<file path="config.mk">
export PLATFORM = sky130hd
export DESIGN_NAME = mcyc_sequencer
export DESIGN_NICKNAME = d
export VERILOG_FILES = /design/src/rtl/mcyc_pkg.sv /design/src/rtl/mcyc_decode.sv /design/src/rtl/mcyc_sequencer.sv
export SDC_FILE = /design/constraint.sdc
export NUM_CORES = 1
export LEC_CHECK = 0
export BUFFER_PORTS_ARGS = -buffer_cell sky130_fd_sc_hd__clkbuf_2
export CAP_MARGIN = 20
export CORE_AREA = 2 2 42 44
export CTS_CLUSTER_SIZE = 16
export DETAILED_ROUTE_END_ITERATION = 8
export DIE_AREA = 0 0 44 46
export PLACE_DENSITY = 0.72
export SYNTH_ARGS = -nofsm -noshare
export SYNTH_HDL_FRONTEND = slang
export SYNTH_SLANG_ARGS = --single-unit
export TNS_END_PERCENT = 50
</file>
<file path="constraint.sdc">
create_clock -name i_clk -period 2.95 [get_ports i_clk]
set_input_delay 0.59 -clock i_clk [delete_from_list [all_inputs] [get_ports i_clk]]
set_output_delay 0.59 -clock i_clk [all_outputs]
set_load 0.005 [all_outputs]
</file>
<file path="src/rtl/mcyc_pkg.sv">
// Shared types and encodings for the multi-cycle MIPS sequencer.
// The optional memory handshake is enabled with MCYC_MEM_HANDSHAKE_EN.
package mcyc_pkg;

  localparam int unsigned OP_W    = 6;
  localparam int unsigned FUNCT_W = 6;
  localparam int unsigned STATE_W = 3;
  localparam int unsigned PCSRC_W = 2;

  typedef enum logic [STATE_W-1:0] {
    ST_FETCH  = 3'd0,
    ST_DECODE = 3'd1,
    ST_EXEC   = 3'd2,
    ST_MEM    = 3'd3,
    ST_WB     = 3'd4,
    ST_TRAP   = 3'd5
  } state_e;

  typedef enum logic [2:0] {
    CLS_RALU  = 3'd0,
    CLS_IALU  = 3'd1,
    CLS_LOAD  = 3'd2,
    CLS_STORE = 3'd3,
    CLS_BR    = 3'd4,
    CLS_JMP   = 3'd5,
    CLS_ILL   = 3'd6
  } class_e;

  // Instruction class plus the beq/bne polarity, latched together out of DECODE.
  typedef struct packed {
    class_e kind;
    logic   br_ne;
  } cls_t;

  // Per-cycle control bundle produced by the phase decode.
  typedef struct packed {
    logic               imem_req;
    logic               dmem_req;
    logic               dmem_we;
    logic               ir_we;
    logic               pc_we;
    logic [PCSRC_W-1:0] pc_src;
    logic               reg_we;
    logic               reg_dst;
    logic               mem_to_reg;
    logic               alu_src_b;
    logic               retire;
    logic               trap;
  } ctrl_t;

  localparam logic [PCSRC_W-1:0] PCSRC_SEQ    = 2'd0;
  localparam logic [PCSRC_W-1:0] PCSRC_BRANCH = 2'd1;
  localparam logic [PCSRC_W-1:0] PCSRC_JUMP   = 2'd2;

  localparam logic [OP_W-1:0] OP_RTYPE = 6'b000000;
  localparam logic [OP_W-1:0] OP_J     = 6'b000010;
  localparam logic [OP_W-1:0] OP_BEQ   = 6'b000100;
  localparam logic [OP_W-1:0] OP_BNE   = 6'b000101;
  localparam logic [OP_W-1:0] OP_ADDI  = 6'b001000;
  localparam logic [OP_W-1:0] OP_ADDIU = 6'b001001;
  localparam logic [OP_W-1:0] OP_ANDI  = 6'b001100;
  localparam logic [OP_W-1:0] OP_ORI   = 6'b001101;
  localparam logic [OP_W-1:0] OP_XORI  = 6'b001110;
  localparam logic [OP_W-1:0] OP_LUI   = 6'b001111;
  localparam logic [OP_W-1:0] OP_LW    = 6'b100011;
  localparam logic [OP_W-1:0] OP_SW    = 6'b101011;

  localparam logic [FUNCT_W-1:0] FN_ADD  = 6'b100000;
  localparam logic [FUNCT_W-1:0] FN_ADDU = 6'b100001;
  localparam logic [FUNCT_W-1:0] FN_SUB  = 6'b100010;
  localparam logic [FUNCT_W-1:0] FN_SUBU = 6'b100011;
  localparam logic [FUNCT_W-1:0] FN_AND  = 6'b100100;
  localparam logic [FUNCT_W-1:0] FN_OR   = 6'b100101;
  localparam logic [FUNCT_W-1:0] FN_XOR  = 6'b100110;
  localparam logic [FUNCT_W-1:0] FN_NOR  = 6'b100111;
  localparam logic [FUNCT_W-1:0] FN_SLT  = 6'b101010;

  // True for the R-type funct codes the datapath ALU implements.
  function automatic logic is_ralu_funct(input logic [FUNCT_W-1:0] funct);
    logic hit;
    hit = 1'b0;
    case (funct)
      FN_ADD, FN_ADDU, FN_SUB, FN_SUBU,
      FN_AND, FN_OR, FN_XOR, FN_NOR, FN_SLT: hit = 1'b1;
      default: hit = 1'b0;
    endcase
    return hit;
  endfunction

endpackage

</file>
<file path="src/rtl/mcyc_decode.sv">
// Combinational instruction classifier: {opcode, funct} -> class.
// Used by mcyc_sequencer; independent of MCYC_MEM_HANDSHAKE_EN.
module mcyc_decode
  import mcyc_pkg::*;
(
  input  logic [OP_W-1:0]    opcode_i,
  input  logic [FUNCT_W-1:0] funct_i,
  output cls_t               cls_o
);

  always_comb begin
    cls_o.kind  = CLS_ILL;
    cls_o.br_ne = 1'b0;
    case (opcode_i)
      OP_RTYPE: begin
        if (is_ralu_funct(funct_i)) begin
          cls_o.kind = CLS_RALU;
        end
      end
      OP_ADDI, OP_ADDIU, OP_ANDI,
      OP_ORI, OP_XORI, OP_LUI: cls_o.kind = CLS_IALU;
      OP_LW:                   cls_o.kind = CLS_LOAD;
      OP_SW:                   cls_o.kind = CLS_STORE;
      OP_BEQ:                  cls_o.kind = CLS_BR;
      OP_BNE: begin
        cls_o.kind  = CLS_BR;
        cls_o.br_ne = 1'b1;
      end
      OP_J:                    cls_o.kind = CLS_JMP;
      default:                 cls_o.kind = CLS_ILL;
    endcase
  end

endmodule

</file>
<file path="src/rtl/mcyc_sequencer.sv">
// Phase sequencer for the multi-cycle MIPS datapath (FETCH/DECODE/EXEC/MEM/WB/TRAP).
// Define MCYC_MEM_HANDSHAKE_EN to make FETCH and MEM wait on their ready inputs.
module mcyc_sequencer
  import mcyc_pkg::*;
(
  input  logic               i_clk,
  input  logic               i_rst_n,
  input  logic [OP_W-1:0]    i_mcyc_opcode,
  input  logic [FUNCT_W-1:0] i_mcyc_funct,
  input  logic               i_mcyc_zero,
  input  logic               i_mcyc_iMemReady,
  input  logic               i_mcyc_dMemReady,
  output logic               o_mcyc_iMemReq,
  output logic               o_mcyc_dMemReq,
  output logic               o_mcyc_dMemWe,
  output logic               o_mcyc_irWe,
  output logic               o_mcyc_pcWe,
  output logic [PCSRC_W-1:0] o_mcyc_pcSrc,
  output logic               o_mcyc_regWe,
  output logic               o_mcyc_regDst,
  output logic               o_mcyc_memToReg,
  output logic               o_mcyc_aluSrcB,
  output logic [STATE_W-1:0] o_mcyc_state,
  output logic               o_mcyc_retire,
  output logic               o_mcyc_trap
);

  state_e state_q, state_d;
  cls_t   cls_q, cls_d;
  cls_t   dec_cls;
  ctrl_t  ctrl;
  logic   imem_rdy;
  logic   dmem_rdy;

  mcyc_decode u_decode (
    .opcode_i (i_mcyc_opcode),
    .funct_i  (i_mcyc_funct),
    .cls_o    (dec_cls)
  );

`ifdef MCYC_MEM_HANDSHAKE_EN
  assign imem_rdy = i_mcyc_iMemReady;
  assign dmem_rdy = i_mcyc_dMemReady;
`else
  // Without the handshake every memory phase completes in one cycle.
  logic unused_rdy;
  assign unused_rdy = i_mcyc_iMemReady ^ i_mcyc_dMemReady;
  assign imem_rdy   = 1'b1;
  assign dmem_rdy   = 1'b1;
`endif

  always_ff @(posedge i_clk or negedge i_rst_n) begin
    if (!i_rst_n) begin
      state_q     <= ST_FETCH;
      cls_q.kind  <= CLS_RALU;
      cls_q.br_ne <= 1'b0;
    end else begin
      state_q <= state_d;
      cls_q   <= cls_d;
    end
  end

  // Next-state and Moore control decode.
  always_comb begin
    state_d = state_q;
    cls_d   = cls_q;
    ctrl    = '0;
    case (state_q)
      ST_FETCH: begin
        ctrl.imem_req = 1'b1;
        if (imem_rdy) begin
          ctrl.ir_we  = 1'b1;
          ctrl.pc_we  = 1'b1;
          ctrl.pc_src = PCSRC_SEQ;
          state_d     = ST_DECODE;
        end
      end
      ST_DECODE: begin
        cls_d   = dec_cls;
        state_d = (dec_cls.kind == CLS_ILL) ? ST_TRAP : ST_EXEC;
      end
      ST_EXEC: begin
        ctrl.alu_src_b = (cls_q.kind == CLS_IALU) || (cls_q.kind == CLS_LOAD) ||
                         (cls_q.kind == CLS_STORE);
        case (cls_q.kind)
          CLS_BR: begin
            ctrl.pc_src = PCSRC_BRANCH;
            ctrl.pc_we  = i_mcyc_zero ^ cls_q.br_ne;
            ctrl.retire = 1'b1;
            state_d     = ST_FETCH;
          end
          CLS_JMP: begin
            ctrl.pc_src = PCSRC_JUMP;
            ctrl.pc_we  = 1'b1;
            ctrl.retire = 1'b1;
            state_d     = ST_FETCH;
          end
          CLS_LOAD, CLS_STORE: state_d = ST_MEM;
          CLS_RALU, CLS_IALU:  state_d = ST_WB;
          default:             state_d = ST_TRAP;
        endcase
      end
      ST_MEM: begin
        ctrl.dmem_req = 1'b1;
        ctrl.dmem_we  = (cls_q.kind == CLS_STORE);
        if (dmem_rdy) begin
          if (cls_q.kind == CLS_STORE) begin
            ctrl.retire = 1'b1;
            state_d     = ST_FETCH;
          end else begin
            state_d = ST_WB;
          end
        end
      end
      ST_WB: begin
        ctrl.reg_we     = 1'b1;
        ctrl.retire     = 1'b1;
        ctrl.reg_dst    = (cls_q.kind == CLS_RALU);
        ctrl.mem_to_reg = (cls_q.kind == CLS_LOAD);
        state_d         = ST_FETCH;
      end
      ST_TRAP: begin
        ctrl.trap = 1'b1;
        state_d   = ST_TRAP;
      end
      default: state_d = ST_FETCH;
    endcase
  end

  // Enables are masked by reset so an aborted instruction never writes or retires.
  assign o_mcyc_iMemReq  = ctrl.imem_req;
  assign o_mcyc_dMemReq  = ctrl.dmem_req & i_rst_n;
  assign o_mcyc_dMemWe   = ctrl.dmem_we & i_rst_n;
  assign o_mcyc_irWe     = ctrl.ir_we & i_rst_n;
  assign o_mcyc_pcWe     = ctrl.pc_we & i_rst_n;
  assign o_mcyc_pcSrc    = ctrl.pc_src & {PCSRC_W{i_rst_n}};
  assign o_mcyc_regWe    = ctrl.reg_we & i_rst_n;
  assign o_mcyc_regDst   = ctrl.reg_dst & i_rst_n;
  assign o_mcyc_memToReg = ctrl.mem_to_reg & i_rst_n;
  assign o_mcyc_aluSrcB  = ctrl.alu_src_b & i_rst_n;
  assign o_mcyc_retire   = ctrl.retire & i_rst_n;
  assign o_mcyc_trap     = ctrl.trap & i_rst_n;
  assign o_mcyc_state    = STATE_W'(state_q);

endmodule
</file>
-- Word-level counts from Yosys, hierarchy flattened
Index checks and enable logic that the tools add are counted.
- memory bits (read-only): 0
- memories: 0
- output and inout port bits: 16
- register bits after elaboration: 7
- bits in latches: 0
- RAM bits: 0
- $mul: 0
- bitwise logic cells: 12
- magnitude comparators: 0
- reduce and logical (&&, ||, !) cells: 11
- divide/modulo/power cells: 0
- shifts and indexed selects: 0
- mux-type cells: 19
- equality and inequality tests: 31
- add/sub/neg operators: 0
- operator list (operator ; count):
    $eq A6 B6 Y1 const B ; 11
    $eq A6 B4 Y1 const B ; 6
    $pmux W3 S6 ; 1
    $eq A3 B3 Y1 const B ; 5
    $pmux W3 S5 ; 1
    $eq A3 B2 Y1 const B ; 4
    $eq A6 B3 Y1 const B ; 2
    $mux W3 ; 4
    $pmux W3 S2 ; 2
    $and A1 B1 Y1 ; 10
    $pmux W3 S3 ; 1
    $reduce_or A9 Y1 ; 1
    $mux W1 ; 8
    $reduce_or A2 Y1 ; 4
    $eq A3 B1 Y1 const B ; 2
    $eq A6 B2 Y1 const B ; 1
    $logic_not A3 Y1 ; 2
    $logic_not A6 Y1 ; 1
    $reduce_or A6 Y1 ; 1
    $pmux W1 S3 ; 1
    $and A2 B2 Y2 ; 1
    $logic_or A1 B1 Y1 ; 2
    $mux W2 ; 1
    $xor A1 B1 Y1 ; 1

-- Longest topological paths before layout
Gate-level depths: netlist of run 1.
- depth after elaboration: 9
- gate-level depth with buffers: 5

-- Modules after synthesis
A second synthesis of run 1 with hierarchy kept.
- cell total of the unflattened synthesis: 74
- area total of the unflattened synthesis: 608.1 µm²
- modules (own cells, without submodules) (module ; cells each ; area an instance (µm²) ; sequential area each (µm²) ; times used):
    mcyc_sequencer ; 50 ; 461.7 ; 175.2 ; 1
    mcyc_decode ; 24 ; 146.4 ; 0.0 ; 1

-- Worst setup path after synthesis of run 1
Ideal clock, no wire load.
- path type: in2out
- from: in i_rst_n
- to: out o_mcyc_regDst
- stages: 3
- data arrival time: 1217 ps
- path slack: 1143 ps
- required time: 2360 ps
- cell sequence: nand2b_1 or2_2 nor4_1
- longest elaborated chain between the ends: 1
- RTL lines (element ; line ; text):
    start: declaration ; mcyc_sequencer.sv:7 ; input logic i_rst_n,
    $and A1 B1 Y1 ; mcyc_sequencer.sv:138 ; assign o_mcyc_regDst = ctrl.reg_dst & i_rst_n;
    end: declaration ; mcyc_sequencer.sv:20 ; output logic o_mcyc_regDst,
No other way between the ends.

-- Final worst setup path of run 1
- from: reg state_q[0] (netlist: o_mcyc_state[0])
- to: out o_mcyc_regDst
- longest elaborated chain between the ends: 3
- RTL lines (element ; line ; text):
    start: declaration ; mcyc_sequencer.sv:28 ; state_e state_q, state_d;
    start signal: assignment ; mcyc_sequencer.sv:58 ; state_q <= state_d;
    $eq A3 B3 Y1 ; mcyc_sequencer.sv:68 ; case (state_q)
    $mux W3 ; mcyc_sequencer.sv:68 ;
    $and A1 B1 Y1 ; mcyc_sequencer.sv:138 ;
No other way between the ends.

==> results of run 1 <==
-- cell families (layout without fill, tap and decap cells) --
kind of cell | count (synthesis) | count (layout) | share of synthesized area (%)
and+or+nand+nor | 46 | 46 | 37.8
buffers and inverters | 9 | 39 | 6.80
DFF | 7 | 7 | 28.0
xor gates and xnor gates | 1 | 1 | 1.40
AOI/OAI and AO/OA | 24 | 24 | 26.0
-- through the flow --
step | util [%] | cells | hold slack, ps | worst slack [ps]
2_1_floorplan | - | 87 | 294 | 1140
3_3_place_gp | 47.9 | 130 | 455 | 731
3_5_place_dp | 47.9 | 130 | 455 | 714
4_1_cts | 49.6 | 134 | 176 | 661
5_1_grt | 49.6 | 134 | 185 | 569
6_report | 49.6 | 134 | 175 | 665
-- area by class of cell --
class | instances | area share, %
clock buffers | 3 | 2.81
clock inverters | 1 | 0.625
inverters | 5 | 2.34
multi-input cells | 71 | 50.9
flip-flops and latches | 7 | 21.9
well taps | 17 | 2.66
repair buffers | 30 | 18.8
-- worst paths after layout --
kind	start	cells past startpoint	slack, ps	endpoint
max	o_mcyc_state[0]	4	660	o_mcyc_regDst
min	i_rst_n	1	180	cls_q[0]
max reg2reg	cls_q[2]	4	1740	o_mcyc_state[2]
min reg2reg	cls_q[0]	2	510	cls_q[0]
max in group asynchronous	i_rst_n	1	2580	o_mcyc_state[0]
min in group i_clk	cls_q[0]	2	510	cls_q[0]
-- power by group through the flow --
stage / sequential [mW] / combinational (mW) / clock [mW]
after floorplan: 0.0978 / 0.0170 / 0
after global placement: 0.0978 / 0.0325 / 0
after detailed placement: 0.0978 / 0.0332 / 0
after CTS: 0.0961 / 0.0332 / 0.0889
after global routing: 0.0960 / 0.0373 / 0.0948
final: 0.0961 / 0.0329 / 0.0866
-- critical path: cells and delay by family, from the launching register on --
kind / cells / cell delay [ps]
buffers and inverters: 1 / 160
DFF: 1 / 510
and+or+nand+nor: 3 / 780
-- registers in the layout, indices dropped and copies added (netlist names) --
| signal | cells |
|---|---|
| cls_q | 4 |
| o_mcyc_state | 3 |
-- Yosys cell counts --
cell type  number  share of area [%]
nor2_1         11                6.6
dfrtp_1         7                 28
nand2_1         7                4.2
nand2b_1        7                7.0
a31oi_1         6                6.0
nor3_1          6                4.8
inv_1           5                3.0
o22ai_1         4                4.0
a21oi_1         3                2.4
and2_1          2                2.0
and3_1          2                2.0
clkbuf_1        2                1.2
nor2b_1         2                2.0
nor3b_1         2                2.4
nor4_1          2                2.0
o21ai_0         2                1.6
o21bai_1        2                2.4
o31ai_1         2                2.4
or3_1           2                2.0
a211oi_1        1                1.2
a31o_1          1                1.4
a31o_2          1                1.4
a41oi_1         1                1.4
buf_2           1               0.80
buf_6           1                1.8
nand3_1         1               0.80
nand4_1         1                1.0
o21bai_2        1                1.8
or2_2           1                1.0
xor2_1          1                1.4
-- layer usage --
metal | part of all wire, % | track usage, %
met3 | 7.4 | 2.38
met1 | 48 | 20.8
met5 | 0 | 0
met2 | 42 | 24.4
met4 | 2.8 | 9.09
==> out/qor.csv, run 1 <==
metric,value,unit
end_kind,output pin,
dieWidth,44,um
via_per_inst,5.41,
worst_path_largest_cell_delay,510,ps
ys_warn_count,0,
slew_headroom,75.2,%
drt_iter0_markers,9,
dpl.hpwl,1.13,mm
rsz0062_at_grt,false,
finalMaxSlewViolations,0,
final_cell_mix,"30 x clkbuf_2, 11 x nor2_1, 7 x nand2b_1, 7 x nand2_1, 7 x dfrtp_1",
power.density,269,mW/mm^2
critical_path.cell_chain,"nand2b_1, or2_2, nor4_1, clkbuf_2",
final-hold-violation-count,0,
avgSynthCellArea,7.19,sq um
synth_fp_nets,104,
grt_pass1_wl,2.33,mm
pwr-share-comb,15.3,%
root_buffer,clkbuf_4,
nFillCells,162,
final.min_clock_period,2290,ps
area_delta_synth_final,28.0,%
hold_path_class,in -> async,
tns,0,ps
h-tree-depth,1,
fin_crit_sh,77.5,%
status,"finished, final reports clean",
diodes,0,
max-cap-violations,0,
post_cts_resized,0,
power.leakage,0.380,nW
syn_inst,87,
post_cts_buffers,0,
tightest_slew,372,ps
final_area,801,sq um
wl_per_cell,10.4,um
io_buffers,30,
num_rows,15,
first_pass_iters,4,
cp.required,2360,ps
p_switching,0.0552,mW
seqPwrFrac,44.6,%
clkTransAtPathRegs,50,ps
core,0.00161,sq mm
syn_area,626,sq um
dieArea,0.00202,sq mm
drive_gt1_share,31.6,%
seq_area_frac_synth,28.0,%
cts_buffer_depth,2,
place.gp.congestion,0.758,
drcViolationCount,0,
multi_input_area,408,sq um
switching_share,25.6,%
clock_latency,260,ps
nets,135,
setup_violations,0,
skew,7.35,ps
cp.arrival,1700,ps
tritoncts,yes,
cts_buffers,3,
final_common_cell,clkbuf_2,
synth-seq-cells,7,
wl,1.40,mm
crit_fanout,14,
antenna_found_initial,0,
total_power,0.216,mW
num_vias,725,
floorplan.initialDensity,38.8,%
grt_pass1_vias,567,
p_int,0.160,mW
postPlaceCellArea,773,sq um
grt-ovfl-total,0,
peakVddDrop,0.107,mV
setup.worst_path.class,reg -> out,
cp_slowest_cell,dfrtp_1,
regArea,175,sq um
num_io_pins,33,
grt_max_degree,15,
p_clk_share,40.2,%
cts_hold_buffers,0,
drtAntennaViolNets,0,
cp-start-kind,flip-flop,
fp.dieH,46,um
clock-sinks,7,
fmax,438,MHz
grt_usage,15.8,%
synth.distinct_cells,30,
Power figures use the tool's default switching activity.
==> run 2: changes to the inputs <==
- CORE_AREA: 2 2 42 44 -> 2 2 44 46
- DIE_AREA: 0 0 44 46 -> 0 0 46 48
- PLACE_DENSITY: 0.72 -> 0.68
- clock period: 2.95 -> 1.97 ns (I/O delays scaled with it)
==> run 2 against run 1 <==
- via count up 3.2%
- global-route usage shrank 0.83 points
- largest cell class unchanged
- combinational power increased by 54%
- clock skew is 4.1 ps lower
- setup slack lost 560 ps
- largest power group unchanged
- hold slack got worse by 110 ps
- critical path type unchanged
- sequential share of layout area is 0.60 points lower
- critical path depth stayed put
- non-clock buffer count increased by 4
- wire length is 4.3% higher
- sequential cell count unchanged
- final cell count increased by 3.0%
==> out/qor.csv, run 2 (synthesis gave the netlist of run 1 again) <==
metric,value,unit,change
clock_latency,250,ps,was 260 ps
grt_pass1_wl,2.36,mm,was 2.33 mm
core,0.00169,sq mm,was 0.00161 sq mm
via_per_inst,5.42,,was 5.41
fmax,536,MHz,
rsz0062_at_grt,false,,unchanged
tightest_slew,286,ps,was 372 ps
final_cell_mix,"30 x clkbuf_2, 11 x nor2_1, 7 x nand2_1",,"was 30 x clkbuf_2, 11 x nor2_1, 7 x nand2b_1, 7 x nand2_1, 7 x dfrtp_1"
wl_met3,117,um,was 103 um
cp_top_family,simple AND/OR/NAND/NOR gates,,unchanged
wl,1.46,mm,was 1.40 mm
setup.worst_path.class,reg -> out,,unchanged
cp_slowest_cell,dfrtp_1,,unchanged
grt_max_degree,14,,was 15
dieWidth,46,um,was 44 um
power.density,379,mW/mm^2,was 269 mW/mm^2
slew_headroom,80.9,%,was 75.2%
cts_buffer_depth,2,,unchanged
whs,63.2,ps,was 175 ps
nFillCells,174,,was 162
antenna_found_initial,0,,unchanged
floorplan.initialDensity,37.0,%,was 38.8%
wl_per_cell,10.6,um,was 10.4 um
cts_buffers,3,,unchanged
power.leakage,0.398,nW,was 0.380 nW
end_kind,output pin,,unchanged
cp.arrival,1470,ps,was 1700 ps
top_register,cls_q,,unchanged
num_io_pins,33,,unchanged
skew,3.24,ps,was 7.35 ps
place.gp.congestion,0.750,,was 0.758
grt-ovfl-total,0,,unchanged
fin_crit_sh,94.8,%,
grt_usage,14.9,%,was 15.8%
clkTransAtPathRegs,50,ps,about the same
worst-path-buf-inv,1,,unchanged
dpl.hpwl,1.20,mm,was 1.13 mm
final_area,841,sq um,was 801 sq um
regArea,179,sq um,was 175 sq um
num_rows,15,,unchanged
status,"finished, final reports clean",,unchanged
final-hold-violation-count,0,,unchanged
dieArea,0.00221,sq mm,was 0.00202 sq mm
final_common_cell,clkbuf_2,,unchanged
peakVddDrop,0.219,mV,was 0.107 mV
drt_iter0_markers,13,,was 9
grt_pass1_vias,592,,was 567
largest_register_ffs,4,,unchanged
tritoncts,yes,,unchanged
multi_input_area,415,sq um,was 408 sq um
cp-start-kind,flip-flop,,unchanged
drt-met1-wl,643,um,was 665 um
topRoutingLayerUsed,met4,,unchanged
wl_met2,673,um,was 589 um
clock-sinks,7,,unchanged
io_buffers,30,,unchanged
cp.required,1580,ps,was 2360 ps
num_vias,748,,was 725
area_delta_synth_final,34.4,%,was 28.0%
drtAntennaViolNets,0,,unchanged
drive_gt1_share,37.2,%,was 31.6%
final.min_clock_period,1870,ps,
diodes,0,,unchanged
finalMaxSlewViolations,0,,unchanged
hold_path_class,in -> async,,unchanged
fp.dieH,48,um,was 46 um
postPlaceCellArea,788,sq um,was 773 sq um
tns,0,ps,unchanged
h-tree-depth,1,,unchanged
final.setup.worst_slack,103,ps,was 665 ps
drcViolationCount,0,,unchanged
worst_path_largest_cell_delay,370,ps,was 510 ps
crit_fanout,5,,was 14
nets,139,,was 135
dp_slack,306,ps,was 714 ps
max-cap-violations,0,,unchanged
first_pass_iters,4,,unchanged
setup_violations,0,,unchanged
root_buffer,clkbuf_4,,unchanged
critical_path.cell_chain,"nand2b_1, or2_2, nor4_1, clkbuf_2",,unchanged
[run 2: path summary, 6_finish.rpt]
path / start / end / slack, ps / cells after the start
worst min register to register: cls_q[0] / cls_q[0] / 500 / 2
worst max register to register: o_mcyc_state[1] / cls_q[2] / 610 / 6
worst max-delay path: o_mcyc_state[0] / o_mcyc_regDst / 100 / 4
worst min-delay path: i_rst_n / cls_q[1] / 60 / 2
max in group asynchronous: i_rst_n / o_mcyc_state[1] / 1760 / 2
min in group i_clk: i_mcyc_opcode[4] / cls_q[1] / 390 / 2
[run 2: where the power goes]
| part | internal [mW] | switching, mW |
|---|---|---|
| combinational | 0.0234 | 0.0274 |
| sequential | 0.144 | 0 |
| clock | 0.0769 | 0.0465 |
| total | 0.244 | 0.0739 |
[run 2: worst reg2reg max path, stage by stage (launching register included)]
cell,delay (ps)
dfrtp_2,400
buf_4,140
buf_4,140
nor2_1,160
and2_1,240
nor2_1,60
a31oi_1,140
[run 2: what timing repair did]
| item | CTS | global route |
|---|---|---|
| resized for setup | 0 | 5 |
| setup endpoints to repair | 0 | 6 |
| setup buffers | 0 | 2 |
| hold buffers | 0 | 0 |
[run 2: layout make-up]
class,instances,share of cell area [%]
well taps,17,2.53
clock buffers,4,3.13
multi-input cells,71,49.4
inverters,5,2.23
flip-flops and latches,7,21.3
repair buffers,34,21.4
[run 2: routing by layer]
layer,track usage [%],up-vias
li1,-,387
met1,17.8,321
met2,25.6,36
met3,2.26,4
met4,8.57,0
met5,0,-
[run 2: through the flow]
step | util, % | total power [mW] | std cells
floorplan | - | 0.172 | 87
global route | 49.8 | 0.343 | 138
finish | 49.8 | 0.318 | 138
CTS | 48.2 | 0.323 | 136
detailed placement | 46.7 | 0.198 | 132
global placement | 46.7 | 0.197 | 132
==> run 3: changes to the inputs <==
- CORE_AREA: 2 2 44 46 -> 2 2 43 45
- CTS_BUF_LIST: not set -> sky130_fd_sc_hd__clkbuf_2 sky130_fd_sc_hd__clkbuf_4 sky130_fd_sc_hd__clkbuf_8
- DIE_AREA: 0 0 46 48 -> 0 0 45 47
- PLACE_DENSITY: 0.68 -> 0.71
==> run 3 against run 2 <==
- sequential cell count unchanged
- setup slack got worse by 16 ps
- clock power increased by 9.8%
- hold slack about the same
- critical path type unchanged
- critical endpoint unchanged
- largest cell class unchanged
- highest routed layer unchanged
==> out/qor.csv, run 3 (synthesis gave the netlist of run 1 again) <==
metric,value,unit,change
drtAntennaViolNets,0,,unchanged
root_buffer,clkbuf_4,,unchanged
num_io_pins,33,,unchanged
whs,63.7,ps,was 63.2 ps
clock_latency,240,ps,was 250 ps
wl,1.44,mm,was 1.46 mm
drt_iter0_markers,15,,was 13
status,"finished, final reports clean",,unchanged
slew_headroom,81.2,%,was 80.9%
fin_crit_sh,95.6,%,was 94.8%
multi_input_area,410,sq um,was 415 sq um
wl_per_cell,10.5,um,was 10.6 um
cts_buffer_depth,2,,unchanged
floorplan.initialDensity,37.9,%,was 37.0%
num_vias,733,,was 748
fp.dieH,47,um,was 48 um
drt-met1-wl,655,um,was 643 um
wl_met2,667,um,was 673 um
clock-sinks,7,,unchanged
core,0.00165,sq mm,was 0.00169 sq mm
cp-start-kind,flip-flop,,unchanged
place.gp.congestion,0.817,,was 0.750
peakVddDrop,0.206,mV,was 0.219 mV
cp.arrival,1490,ps,was 1470 ps
grt-ovfl-total,0,,unchanged
hold_path_class,in -> async,,unchanged
final_cell_mix,"30 x clkbuf_2, 11 x nor2_1, 7 x nand2_1",,unchanged
rsz0062_at_grt,false,,unchanged
topRoutingLayerUsed,met4,,unchanged
power.density,398,mW/mm^2,was 379 mW/mm^2
dpl.hpwl,1.15,mm,was 1.20 mm
tns,0,ps,unchanged
nFillCells,174,,unchanged
post_cts_buffers,0,,unchanged
setup.worst_path.class,reg -> out,,unchanged
grt_pass1_vias,570,,was 592
dp_cells,133,,was 132
cp.required,1580,ps,about the same
max-cap-violations,0,,unchanged
clkTransAtPathRegs,50,ps,about the same
dieArea,0.00212,sq mm,was 0.00221 sq mm
area_delta_synth_final,32.8,%,was 34.4%
tritoncts,yes,,unchanged
end_kind,output pin,,unchanged
first_pass_iters,4,,unchanged
nets,138,,was 139
grt_max_degree,14,,unchanged
finalMaxSlewViolations,0,,unchanged
grt_pass1_wl,2.34,mm,was 2.36 mm
skew,2.47,ps,was 3.24 ps
top_register,cls_q,,unchanged
fin_cells,137,,was 138
power.leakage,0.396,nW,was 0.398 nW
largest_register_ffs,4,,unchanged
io_buffers,30,,unchanged
grt_usage,15.1,%,was 14.9%
crit_fanout,5,,unchanged
final_common_cell,clkbuf_2,,unchanged
setup_violations,0,,unchanged
wl_met3,100,um,was 117 um
dieWidth,45,um,was 46 um
final.min_clock_period,1880,ps,was 1870 ps
via_per_inst,5.35,,was 5.42
num_rows,15,,unchanged
diodes,0,,unchanged
antenna_found_initial,0,,unchanged
cts_buffers,3,,unchanged
drcViolationCount,0,,unchanged
drive_gt1_share,35.8,%,was 37.2%
fmax,531,MHz,was 536 MHz
h-tree-depth,1,,unchanged
final-hold-violation-count,0,,unchanged
regArea,178,sq um,was 179 sq um
tightest_slew,282,ps,was 286 ps
## run 3: changes by cell type in the layout (fill, tap and decap cells not counted), sizes merged
cell and change:
buf -1
## run 3: path summary, 6_finish.rpt
path,startpoint,to,cells past startpoint,slack (ps)
min in group i_clk,i_mcyc_opcode[4],cls_q[1],2,380
worst max register to register,o_mcyc_state[1],cls_q[2],5,740
max in group asynchronous,i_rst_n,cls_q[2],2,1760
worst min register to register,cls_q[0],cls_q[0],2,510
worst min-delay path,i_rst_n,cls_q[3],2,60
worst max-delay path,o_mcyc_state[0],o_mcyc_regDst,4,90
## run 3: timing repair
action                                  in CTS  in global routing
hold buffers                                 0                  0
gates resized for setup                      0                  3
endpoints found under the setup margin       0                  4
## run 3: layout make-up
class / instances / area share (%)
flip-flops and latches: 7 / 21.4
clock buffers: 4 / 3.61
inverters: 5 / 2.26
repair buffers: 33 / 20.8
well taps: 17 / 2.56
multi-input cells: 71 / 49.4
## run 3: power by group
group          internal, mW  leakage (nW)  switching [mW]
sequential            0.144        0.0658               0
clock                0.0905        0.0184          0.0448
combinational        0.0234         0.311          0.0277
## run 3: metrics by stage
step | util [%] | setup slack, ps | power, mW | instance area (sq um)
after global routing | 50.3 | 11.1 | 0.350 | 831
after CTS | 50.0 | 59.8 | 0.336 | 826
after floorplan | - | 441 | 0.172 | 626
after detailed placement | 48.2 | 306 | 0.198 | 796
after global placement | 48.2 | 324 | 0.196 | 796
final | 50.3 | 87.1 | 0.331 | 831
## run 3: routing by layer
layer | up-vias | track usage [%]
met2 | 31 | 26.0
met4 | 0 | 8.82
met5 | - | 0
met1 | 313 | 18.6
li1 | 387 | -
met3 | 2 | 1.15
## run 3: worst max-delay path, stage by stage, from the launching register on
cell      delay (ps)
dfrtp_1          360
nand2b_1         200
or2_2            340
nor4_1           190
clkbuf_2         160
